--- config.mk ---
export PLATFORM = sky130hd
export DESIGN_NAME = k_means_iter_sequencer
export DESIGN_NICKNAME = d
export VERILOG_FILES = /design/src/rtl/k_means_iter_sequencer.sv
export SDC_FILE = /design/constraint.sdc
export NUM_CORES = 1
export LEC_CHECK = 0
export ABC_AREA = 1
export CORE_ASPECT_RATIO = 0.9
export CORE_UTILIZATION = 34
export CTS_CLUSTER_SIZE = 12
export DETAILED_ROUTE_END_ITERATION = 6
export GPL_ROUTABILITY_DRIVEN = 1
export MAX_ROUTING_LAYER = met4
export PLACE_DENSITY = 0.64
export SETUP_SLACK_MARGIN = 0.02
export SLEW_MARGIN = 20
export SYNTH_ARGS = -nofsm -noshare
export SYNTH_HDL_FRONTEND = slang
export SYNTH_SLANG_ARGS = --single-unit
--- constraint.sdc ---
create_clock -name i_clk -period 3.9 [get_ports i_clk]
set_input_delay 0.78 -clock i_clk [delete_from_list [all_inputs] [get_ports i_clk]]
set_output_delay 0.78 -clock i_clk [all_outputs]
set_load 0.01 [all_outputs]
--- src/rtl/k_means_iter_sequencer.sv ---
// Iteration sequencer for the k-means core: scan, drain, divide, convergence check, write-back.
// Optional iteration limit enabled by defining KMEANS_ITER_LIMIT_EN.
module k_means_iter_sequencer #(
    parameter int ADDR_WIDTH = 9,
    parameter int CENT_NUM   = 8,
    parameter int LOG2_CENT  = 3,
    parameter int PIPE_DEPTH = 3,
    parameter int ITER_WIDTH = 8,
    parameter int REG_BASE   = 0
) (
    input  logic                  i_clk,
    input  logic                  i_rst_n,
    input  logic                  i_go,
    input  logic [ADDR_WIDTH-1:0] i_first_addr,
    input  logic [ADDR_WIDTH-1:0] i_last_addr,
    input  logic [ITER_WIDTH-1:0] i_max_iter,
    output logic [ADDR_WIDTH-1:0] o_ram_addr,
    output logic                  o_ram_csb_n,
    output logic                  o_ram_oeb_n,
    output logic                  o_ram_in_reg_en,
    output logic                  o_acc_en,
    output logic                  o_acc_clr_n,
    output logic                  o_first_iter,
    output logic                  o_div_start,
    input  logic                  i_div_done,
    input  logic                  i_div_by_zero,
    output logic [LOG2_CENT-1:0]  o_cent_idx,
    output logic                  o_cnvg_reg_en,
    output logic                  o_cnvg_clr_n,
    input  logic                  i_cnvg_valid,
    input  logic                  i_has_converged,
    output logic                  o_reg_wr,
    output logic [LOG2_CENT:0]    o_reg_num,
    output logic                  o_busy,
    output logic                  o_done_irq,
    output logic [ITER_WIDTH-1:0] o_iter_count,
    output logic                  o_error
);

    localparam int DW = $clog2(PIPE_DEPTH + 1);
    localparam logic [DW-1:0]         DRAIN_LAST = DW'(PIPE_DEPTH - 1);
    localparam logic [LOG2_CENT-1:0]  CENT_LAST  = LOG2_CENT'(CENT_NUM - 1);
    localparam logic [LOG2_CENT-1:0]  CENT_ONE   = LOG2_CENT'(1);
    localparam logic [LOG2_CENT:0]    REG_BASE_W = (LOG2_CENT + 1)'(REG_BASE);
    localparam logic [LOG2_CENT:0]    REG_ONE    = (LOG2_CENT + 1)'(1);
    localparam logic [ADDR_WIDTH-1:0] ADDR_ONE   = ADDR_WIDTH'(1);
    localparam logic [ITER_WIDTH-1:0] ITER_ONE   = ITER_WIDTH'(1);
    localparam logic [ITER_WIDTH-1:0] ITER_MAX   = '1;

    typedef enum logic [2:0] {
        S_IDLE, S_SCAN, S_DRAIN, S_DIVIDE, S_CHECK, S_WB, S_DONE
    } state_t;

    state_t                r_state;
    logic [ADDR_WIDTH-1:0] r_first;
    logic [ADDR_WIDTH-1:0] r_last;
    logic [ADDR_WIDTH-1:0] r_ram_addr;
    logic                  r_ram_sel_n;
    logic [PIPE_DEPTH:1]   r_vld_pipe;
    logic [DW-1:0]         r_drain_cnt;
    logic                  r_acc_clr_n;
    logic                  r_cnvg_clr_n;
    logic                  r_first_iter;
    logic                  r_div_start;
    logic                  r_div_wait;
    logic [LOG2_CENT-1:0]  r_cent_idx;
    logic                  r_cnvg_reg_en;
    logic                  r_reg_wr;
    logic [LOG2_CENT:0]    r_reg_num;
    logic                  r_done_irq;
    logic [ITER_WIDTH-1:0] r_iter_count;
    logic                  r_error;

    logic [ITER_WIDTH-1:0] w_iter_next;
    logic                  w_limit_hit;

    assign w_iter_next = (r_iter_count == ITER_MAX) ? r_iter_count : r_iter_count + ITER_ONE;

`ifdef KMEANS_ITER_LIMIT_EN
    logic [ITER_WIDTH-1:0] w_eff_max;
    assign w_eff_max   = (i_max_iter == '0) ? ITER_ONE : i_max_iter;
    assign w_limit_hit = (w_iter_next >= w_eff_max);
`else
    logic w_unused_max_iter;
    assign w_unused_max_iter = ^i_max_iter;
    assign w_limit_hit       = 1'b0;
`endif

    always_ff @(posedge i_clk or negedge i_rst_n) begin
        if (!i_rst_n) begin
            r_state       <= S_IDLE;
            r_first       <= '0;
            r_last        <= '0;
            r_ram_addr    <= '0;
            r_ram_sel_n   <= 1'b1;
            r_vld_pipe    <= '0;
            r_drain_cnt   <= '0;
            r_acc_clr_n   <= 1'b1;
            r_cnvg_clr_n  <= 1'b1;
            r_first_iter  <= 1'b0;
            r_div_start   <= 1'b0;
            r_div_wait    <= 1'b0;
            r_cent_idx    <= '0;
            r_cnvg_reg_en <= 1'b0;
            r_reg_wr      <= 1'b0;
            r_reg_num     <= '0;
            r_done_irq    <= 1'b0;
            r_iter_count  <= '0;
            r_error       <= 1'b0;
        end else begin
            r_acc_clr_n   <= 1'b1;
            r_cnvg_clr_n  <= 1'b1;
            r_div_start   <= 1'b0;
            r_cnvg_reg_en <= 1'b0;
            r_done_irq    <= 1'b0;

            // acc_en trails each RAM read by the classification latency
            r_vld_pipe[1] <= !r_ram_sel_n;
            for (int k = 2; k <= PIPE_DEPTH; k++)
                r_vld_pipe[k] <= r_vld_pipe[k-1];

            case (r_state)
                S_IDLE: begin
                    if (i_go) begin
                        if (i_first_addr > i_last_addr) begin
                            r_error    <= 1'b1;
                            r_done_irq <= 1'b1;
                        end else begin
                            r_first      <= i_first_addr;
                            r_last       <= i_last_addr;
                            r_error      <= 1'b0;
                            r_iter_count <= '0;
                            r_first_iter <= 1'b1;
                            r_acc_clr_n  <= 1'b0;
                            r_cnvg_clr_n <= 1'b0;
                            r_ram_addr   <= i_first_addr;
                            r_ram_sel_n  <= 1'b0;
                            r_state      <= S_SCAN;
                        end
                    end
                end

                // stop on equality so last_addr at the top of the range never wraps
                S_SCAN: begin
                    if (r_ram_addr == r_last) begin
                        r_ram_sel_n <= 1'b1;
                        r_drain_cnt <= '0;
                        r_state     <= S_DRAIN;
                    end else begin
                        r_ram_addr <= r_ram_addr + ADDR_ONE;
                    end
                end

                S_DRAIN: begin
                    if (r_drain_cnt == DRAIN_LAST) begin
                        r_cent_idx  <= '0;
                        r_div_start <= 1'b1;
                        r_div_wait  <= 1'b1;
                        r_state     <= S_DIVIDE;
                    end else begin
                        r_drain_cnt <= r_drain_cnt + DW'(1);
                    end
                end

                // after each result, one cycle with cent_idx still pointing at that centroid
                S_DIVIDE: begin
                    if (r_div_wait) begin
                        if (i_div_done) begin
                            r_div_wait    <= 1'b0;
                            r_cnvg_reg_en <= !i_div_by_zero;
                        end
                    end else if (r_cent_idx == CENT_LAST) begin
                        r_cent_idx <= '0;
                        r_state    <= S_CHECK;
                    end else begin
                        r_cent_idx  <= r_cent_idx + CENT_ONE;
                        r_div_start <= 1'b1;
                        r_div_wait  <= 1'b1;
                    end
                end

                S_CHECK: begin
                    if (i_cnvg_valid) begin
                        r_iter_count <= w_iter_next;
                        r_first_iter <= 1'b0;
                        if (i_has_converged || w_limit_hit) begin
                            if (!i_has_converged)
                                r_error <= 1'b1;
                            r_cent_idx <= '0;
                            r_reg_wr   <= 1'b1;
                            r_reg_num  <= REG_BASE_W;
                            r_state    <= S_WB;
                        end else begin
                            r_acc_clr_n  <= 1'b0;
                            r_cnvg_clr_n <= 1'b0;
                            r_ram_addr   <= r_first;
                            r_ram_sel_n  <= 1'b0;
                            r_state      <= S_SCAN;
                        end
                    end
                end

                S_WB: begin
                    if (r_cent_idx == CENT_LAST) begin
                        r_reg_wr   <= 1'b0;
                        r_cent_idx <= '0;
                        r_done_irq <= 1'b1;
                        r_state    <= S_DONE;
                    end else begin
                        r_cent_idx <= r_cent_idx + CENT_ONE;
                        r_reg_num  <= REG_BASE_W + {1'b0, r_cent_idx} + REG_ONE;
                    end
                end

                S_DONE: r_state <= S_IDLE;

                default: r_state <= S_IDLE;
            endcase
        end
    end

    assign o_ram_addr      = r_ram_addr;
    assign o_ram_csb_n     = r_ram_sel_n;
    assign o_ram_oeb_n     = r_ram_sel_n;
    assign o_ram_in_reg_en = !r_ram_sel_n;
    assign o_acc_en        = r_vld_pipe[PIPE_DEPTH];
    assign o_acc_clr_n     = r_acc_clr_n;
    assign o_first_iter    = r_first_iter;
    assign o_div_start     = r_div_start;
    assign o_cent_idx      = r_cent_idx;
    assign o_cnvg_reg_en   = r_cnvg_reg_en;
    assign o_cnvg_clr_n    = r_cnvg_clr_n;
    assign o_reg_wr        = r_reg_wr;
    assign o_reg_num       = r_reg_num;
    assign o_busy          = (r_state != S_IDLE);
    assign o_done_irq      = r_done_irq;
    assign o_iter_count    = r_iter_count;
    assign o_error         = r_error;

endmodule
# Word level (Yosys, flattened, before mapping)
# Cells that the tools add are included.
word_totals:
  register_bits: 59
  output_inout_bits: 37
  wordCells: 137
  input_bits: 33
classes:
  n_eq_ne: 23
  mux: 67
  n_bitwise: 1
  addsub: 5
  n_reduce_logical: 22
  n_lt_le_gt_ge: 1
op_table:
  columns: ["cell", "count"]
  rows:
  - ["$mux 9", 5]
  - ["$mux 3", 14]
  - ["$mux 8", 4]
  - ["$ne 2x2->1 const B", 14]
  - ["$pmux 9 s3", 1]
  - ["$mux 1", 26]
  - ["$pmux 3 s6", 1]
  - ["$pmux 8 s2", 1]
  - ["$mux 4", 3]
  - ["$pmux 1 s2", 6]
  - ["$pmux 3 s4", 1]
  - ["$reduce_and 4->1", 3]
  - ["$reduce_and 6->1", 2]
  - ["$reduce_and 5->1", 2]
  - ["$add 9x1->9 const B", 1]
  - ["$eq 3x3->1 const B", 3]
  - ["$eq 9x9->1", 1]
  - ["$gt 9x9->1", 1]
  - ["$add 8x1->8 const B", 1]
  - ["$eq 8x8->1 const B", 1]
  - ["$pmux 4 s2", 1]
  - ["$reduce_and 8->1", 1]
  - ["$reduce_bool 2->1", 4]
  - ["$eq 3x2->1 const B", 2]
  - ["15 further kinds", 20]

# Depth between registers and ports, before layout
logic_depth:
  word_depth: 4
  mapped_depth: 13
  depth_no_buf: 13

# Worst setup path after synthesis
# Ideal clock, no wire load.
synth_path:
  path_kind: "input to register"
  startpoint: "input i_last_addr[8]"
  endpoint: "register r_iter_count[0] (netlist: o_iter_count[0])"
  setup_time_ns: 0.074
  setup_slack_ns: 1.725
  t_required_ns: 3.826
  path_buffers: 1
  arrival_time_ns: 2.101
  stages: 11
  path_cell_list: "inv_1 ha_1 nand2_1 nor2_1 nand3_1 nand3_1 nand3_2 nand3_2 buf_6 nand2_1 o21ai_2"
synth_between:
  elab_chain_len: 3
synth_rtl:
  columns: ["item", "line", "source"]
  rows:
  - ["from (decl)", "15", "input logic [ADDR_WIDTH-1:0] i_last_addr,"]
  - ["$gt 9x9->1", "125", "if (i_first_addr > i_last_addr) begin"]
  - ["$ne 2x2->1 (no source line)", null, null]
  - ["$reduce_and 5->1 (no source line)", null, null]
  - ["to (signal assigned)", "184", "r_iter_count <= w_iter_next;"]
  - ["to (decl)", "71", "logic [ITER_WIDTH-1:0] r_iter_count;"]
# Every way passes these cells.
# A chain may end at the register's enable or synchronous reset.

# Worst setup path in the final report
layout_path:
  startpoint: "input i_last_addr[8]"
  endpoint: "register r_iter_count[4] (netlist: o_iter_count[4])"
# Same word-level chain as after synthesis.

==> key figures <==
Placed design
  • Hpwl dp: 6130 um
  • Dpl cells: 623
  • Placed cell area: 4150 um^2
  • GPL Wtd Cong: 0.894
  • Port Buffers: a little over 60

Worst setup path
  • CP Cell Sequence: clkdlybuf4s50_1 -> inv_1 -> ha_1 -> nand2_1 -> nor2_1 -> nand4_1 -> nand3_2 -> nand3_2 -> nand2_1 -> o21ai_2
  • Startpoint Class: input pin
  • Slowest CP cell: clkdlybuf4s50_1
  • CP endpoint kind: flip-flop
  • Critical path peak fanout: 19
  • Cell depth of the worst flop-to-flop path: 7
  • Max incr delay on CP: roughly 450 ps
  • Critical path class: in -> reg
  • CP required: around 4100 ps
  • Crit path DAT: slightly above 3000 ps

Yosys
  • Mapped Nets: 492
  • Mux share of post-synthesis cell area: 0%
  • Main combinational cell family by area after synthesis: simple AND/OR/NAND/NOR gates
  • Xor-xnor portion of the synthesized cell area: ~1.8%
  • Yosys warns: 0
  • Post-synthesis average cell area: roughly 7.7 um^2
  • Synth Cell Area: 3450 um^2
  • Synth Area in Simple Gates: about 30%
  • Mapped Cells: 445
  • Post-synthesis adder-cell area fraction: 5.08%
  • Compound-cell area share of the yosys netlist: 11.1%
  • Unique masters post-synth: 34
  • Synthesized flop and latch total: 59
  • Seq/Total Area, Yosys: 42.9%

Timing
  • Fmax: 0.353 GHz
  • RSZ-0062 raised after global routing: no
  • Setup_tns: 0 ps
  • Final setup fails: 0
  • Slew at the pin closest to its max-slew limit: between 800 and 900 ps
  • Count of pins over their slew limit: 0
  • Clock skew after layout: ~12 ps
  • Final cycle utilization of the critical path: about 73%
  • Worst slew margin: 43.6%
  • Final hold viol count: 0
  • Period minus WS final: 2840 ps

Floorplan
  • Starting density of the core: 35.4%
  • Cell Rows: 34
  • Chip Height: 97.5 um
  • Core area: a little under 10,000 um^2
  • Die width: 108 um
  • IO Count: 70
  • Die ar.: between 10,000 and 15,000 um^2

Power and ir drop
  • Power density over cell area: 668 nW/um^2
  • Worst vdd ir: 0.193 mV
  • Leak pwr: 2.05 nW

Global routing
  • Vias in the first global route: around 2,900
  • Met2 GRT Util: 24.1%
  • Antenna violations before repair: 0
  • First-pass GRT wire length: 13,700 um
  • Overflow after GRT: 0
  • Gr busiest metal: met1
  • Gr usage total: 16.9%
  • Largest net degree at the start of global routing: 38
  • GR Util met3: 2.82%
  • Met1 usage: between 20% and 30%

Run status
  • Status: completed

Detailed routing
  • Avg WL per Cell: 12.5 um
  • Routed via count: a little over 3,000
  • Final WL: approximately 8000 um
  • DRC viols: 0
  • 1st-iter DRT viols: 167
  • Drt first pass iters: 4
  • Post-route ant nets: 0
  • Routed vias/inst: ~4.8

Flow run
  • Max Cap Viol: 0

Clock tree
  • Worst skew pair latency: between 300 and 400 ps
  • Post-cts sizing count: 0
  • CTS tree: built
  • Hold_buf cts: 0
  • CTS sink count: 59
  • H-tree depth: 3
  • Total CTS buffers: 9
  • Post-CTS setup buffer count: 0
  • Clk slew on worst S/H paths: around 60 ps
  • Clock Path Buffers: 2
  • Clock root cell: clkbuf_8

Worst hold path
  • Hold Path Depth: 0
  • Worst Hold Class: reg -> reg

Final layout
  • Final layout net count: ~560
  • Layout cell share with drive strength beyond 1: about a tenth
  • Antenna diodes: 0
  • Final Non-Filler Cells: ~640
  • Layout area overhead: 25.5%
  • Final Instance Area: 4330 um^2
[stage by stage]
| step | hold WS, ps | setup slack, ps | power (mW) | util [%] |
|---|---|---|---|---|
| 2_1_floorplan | 331 | 1730 | 1.95 | - |
| 3_3_place_gp | 331 | 759 | 2.37 | 42.6 |
| 3_5_place_dp | 337 | 695 | 2.41 | 42.6 |
| 4_1_cts | 352 | 1040 | 2.92 | 44.4 |
| 5_1_grt | 356 | 794 | 3.15 | 44.4 |
| 6_report | 350 | 1060 | 2.89 | 44.4 |
[report_power, final]
group          total, mW  internal, mW  switching [mW]
combinational       1.35         0.558           0.790
sequential          1.05         0.831           0.215
clock              0.495         0.264           0.231
total               2.89          1.65            1.24
[cell usage in the layout, fill, tap and decap left out, drive strengths merged, types with 14 or more instances in the layout]
cell | netlist | routed
nand3 | 40 | 40
nor2 | 29 | 29
ha | 14 | 14
nand2 | 133 | 133
inv | 67 | 67
clkbuf | 3 | 14
o21ai | 43 | 43
dfrtp | 57 | 57
clkdlybuf4s50 | 0 | 60
nand4 | 15 | 15
[critical path, delay by kind of cell]
kind	cells	cell delay (ps)
AND/OR/NAND/NOR	6	1400
buffers and inverters	2	500
AO/OA/AOI/OAI	1	60
adder cells (fa/ha/maj)	1	290
[cell families after synthesis]
family                     after synthesis
xor gates and xnor gates                 7
AOI/OAI and AO/OA                       61
DFF                                     59
and+or+nand+nor                        226
buffers and inverters                   78
adders and majority gates               14
[synth_stat cells, drive strengths merged]
master | n | area share, %
o22ai | 1 | 0.18
ha | 14 | 5.1
dfstp | 2 | 1.5
o31ai | 1 | 0.22
dfrtp | 57 | 41
nand4 | 15 | 2.7
a21oi | 9 | 1.5
o21ai | 43 | 7.2
a211oi | 1 | 0.58
o21a | 1 | 0.22
or2 | 4 | 0.73
clkinv | 1 | 0.15
nor3 | 3 | 0.44
o221ai | 1 | 0.25
clkbuf | 3 | 0.33
buf | 7 | 1.5
nand2 | 133 | 15
inv | 67 | 7.3
xor2 | 2 | 0.51
o211ai | 4 | 0.87
xnor2 | 5 | 1.3
nand3b | 2 | 0.44
nand3 | 40 | 6.5
nor2 | 29 | 4.0
[path summary, 6_finish.rpt]
kind | startpoint | endpoint | slack, ps
setup / recovery | i_last_addr[8] | o_iter_count[4]$_DFFE_PN0P_ | 1060
hold / removal | r_vld_pipe[2]$_DFF_PN0_ | r_vld_pipe[3]$_DFF_PN0_ | 350
setup reg to reg | r_state[1]$_DFFE_PN0P_ | o_iter_count[4]$_DFFE_PN0P_ | 1930
hold reg to reg | r_vld_pipe[2]$_DFF_PN0_ | r_vld_pipe[3]$_DFF_PN0_ | 350
max in group asynchronous | i_rst_n | r_first[4]$_DFFE_PN0P_ | 2510
min in group asynchronous | i_rst_n | o_iter_count[6]$_DFFE_PN0P_ | 550
[layer usage]
layer  up-vias  part of all wire [%]
li1       1563                     -
met1      1394                    50
met3         7                   4.4
met5         -                     0
met4         0                   1.3
met2        79                    44
[state kept, by name, summed over array words and instances, names as in the netlist, 2 cells and up]
register,cells
o_ram_addr,9
r_first,9
r_last,9
o_iter_count,8
o_reg_num,4
o_cent_idx,3
r_state,3
r_vld_pipe,3
r_drain_cnt,2
[area by class of cell]
class | count | area (um^2)
Sequential cell | 59 | 1480
Timing Repair Buffer | 62 | 613
Inverter | 68 | 256
Clock inverter | 2 | 10.0
Tap cell | 126 | 158
Clock buffer | 14 | 163
Multi-Input combinational cell | 308 | 1650
Fill cell | 987 | 5420
No activity file was read; power rests on OpenSTA's default activity.
==> RTL edit, RTL diff (config.mk and constraints unchanged) <==
Set the parameter `LOG2_CENT` to 4 (it was 3).
--- a/src/rtl/k_means_iter_sequencer.sv
+++ b/src/rtl/k_means_iter_sequencer.sv
@@ -3,7 +3,7 @@
 module k_means_iter_sequencer #(
     parameter int ADDR_WIDTH = 9,
     parameter int CENT_NUM   = 8,
-    parameter int LOG2_CENT  = 3,
+    parameter int LOG2_CENT  = 4,
     parameter int PIPE_DEPTH = 3,
     parameter int ITER_WIDTH = 8,
     parameter int REG_BASE   = 0
Ports: changed (resized o_cent_idx and o_reg_num); port bits go from 70 to 72. No check against the original RTL was run, so the function may have changed too.
==> RTL edit against the unedited design <==
Cell area rose by 4.7%; first-iteration DRC count rose by 40%; highest routed layer unchanged; synthesized area rose by 1.8%; cell count rose by 0.78%; sequential cell count rose by 2; die area rose by 1.7%; setup slack got worse by 57 ps; clock power rose by 52%; total power rose by 11%; routed wire length rose by 3.9%.
==> RTL edit: results (changes against the unedited design) <==
Pre-CTS setup slack = 698 ps (+3.57 ps)
First-iteration detailed-routing DRC count = 234 (+40%)
Post-Syn Nets = 494 (+0.41%)
Leakage = 0.00216 uW (+5.1%)
Largest net degree at the start of global routing = 41 (+7.9%)
Yosys warning count = 0 (unchanged)
Hpwl dp = 6250 um (+2.1%)
Layout cell share with drive strength beyond 1 = 10.2% (-0.29 points)
Wire length per cell = 12.8 um (+3.1%)
Clock root cell = clkbuf_16
Placer congestion estimate = 0.868 (-2.8%)
Vias in the first global route = 2852 (-0.11%)
Outcome = finished clean
Final Instance Count excl. Fillers = 644 (+0.78%)
Layout Nets = 559 (+0.72%)
Switching Fraction = 40.8% (-2.0 points)
Worst Path Arrival = 3090 ps (+40 ps)
Total GRT Usage = 17.1% (+0.22 points)
Worst-margin pin slew = 852 ps (+5.86 ps)
Reg2Reg Depth = 9 (+2)
Sink Count = 61 (+3.4%)
Most frequent cells after synthesis = nand2_1, dfrtp_1, inv_1
Clk slew on worst S/H paths = 50 ps
PortBufs = 63 (+3.3%)
Synth area leaders = dfrtp_1, nand2_1, inv_1
Placed cells = 628 (+0.80%)
Later-pin clock latency in the skew report = 320 ps (-20 ps)
Via/cell ratio = 4.80 (+0.69%)
Sequential fraction of the synthesis area = 43.6% (+0.68 points)
Placed instance area = 4240 um^2 (+2.0%)
VDD IR max = 281 uV (+46%)
Fin Clk Skew = 7.02 ps (-4.49 ps)
H-tree depth = 3 (unchanged)
Post-Syn Instances = 448 (+0.67%)
First-pass GRT wire length = 13800 um (+0.65%)
Number of library cell types mapped by synthesis = 36 (+5.9%)
RTL edit: cell count changes after synthesis, sizes merged, moves of 3 or more:
cell / unedited run / this run
o21ai: 43 / 40
buf: 7 / 10
a21oi: 9 / 6
inv: 67 / 59
xor2: 2 / 6
nand2: 133 / 140
RTL edit: logic make-up after synthesis:
logic type      share of synthesized area (%)
mux                                     0.642
buf+inv                                  8.24
compound gates                           9.99
fa+ha+maj                                4.64
flops                                    43.6
xor+xnor                                 3.25
simple gates                             29.7
RTL edit: final timing paths:
kind | startpoint | slack [ps] | to
hold reg to reg | r_vld_pipe[2]$_DFF_PN0_ | 350 | r_vld_pipe[3]$_DFF_PN0_
setup reg to reg | r_state[1]$_DFFE_PN0P_ | 1610 | o_ram_addr[8]$_DFFE_PN0P_
max in group asynchronous | i_rst_n | 2510 | o_ram_addr[1]$_DFFE_PN0P_
hold / removal | r_vld_pipe[2]$_DFF_PN0_ | 350 | r_vld_pipe[3]$_DFF_PN0_
min in group asynchronous | i_rst_n | 570 | o_reg_num[4]$_DFFE_PN0P_
setup / recovery | i_last_addr[8] | 1010 | o_iter_count[6]$_DFFE_PN0P_
RTL edit: per-layer routing:
metal / wire length [um] / GRT usage (%) / up-vias
li1: - / - / 1572
met1: 4100 / 24.4 / 1422
met2: 3600 / 23.9 / 84
met3: 453 / 3.27 / 10
met4: 110 / 6.34 / 0
met5: 0 / - / -
RTL edit: stage by stage:
step	utilization, %	hold WS, ps
2_1_floorplan	-	331
3_3_place_gp	43.1	333
3_5_place_dp	43.1	337
4_1_cts	46.1	354
5_1_grt	46.1	361
6_report	46.1	351
RTL edit: power groups by stage:
| stage | Combinational [uW] | Sequential, uW | Clock [uW] |
|---|---|---|---|
| after floorplan | 925 | 1070 | 0 |
| after global routing | 1550 | 1110 | 796 |
| after global placement | 1340 | 1080 | 0 |
| after CTS | 1390 | 1080 | 764 |
| after detailed placement | 1380 | 1090 | 0 |
| final | 1380 | 1080 | 754 |
RTL edit: cell type report:
type / instances / area, um^2
timing repair buffer: 65 / 641
multi-input combinational: 317 / 1690
clock inverter: 4 / 32.5
fill: 999 / 5300
tap: 126 / 158
sequential: 61 / 1530
clock buffer: 12 / 256
inverter: 59 / 221
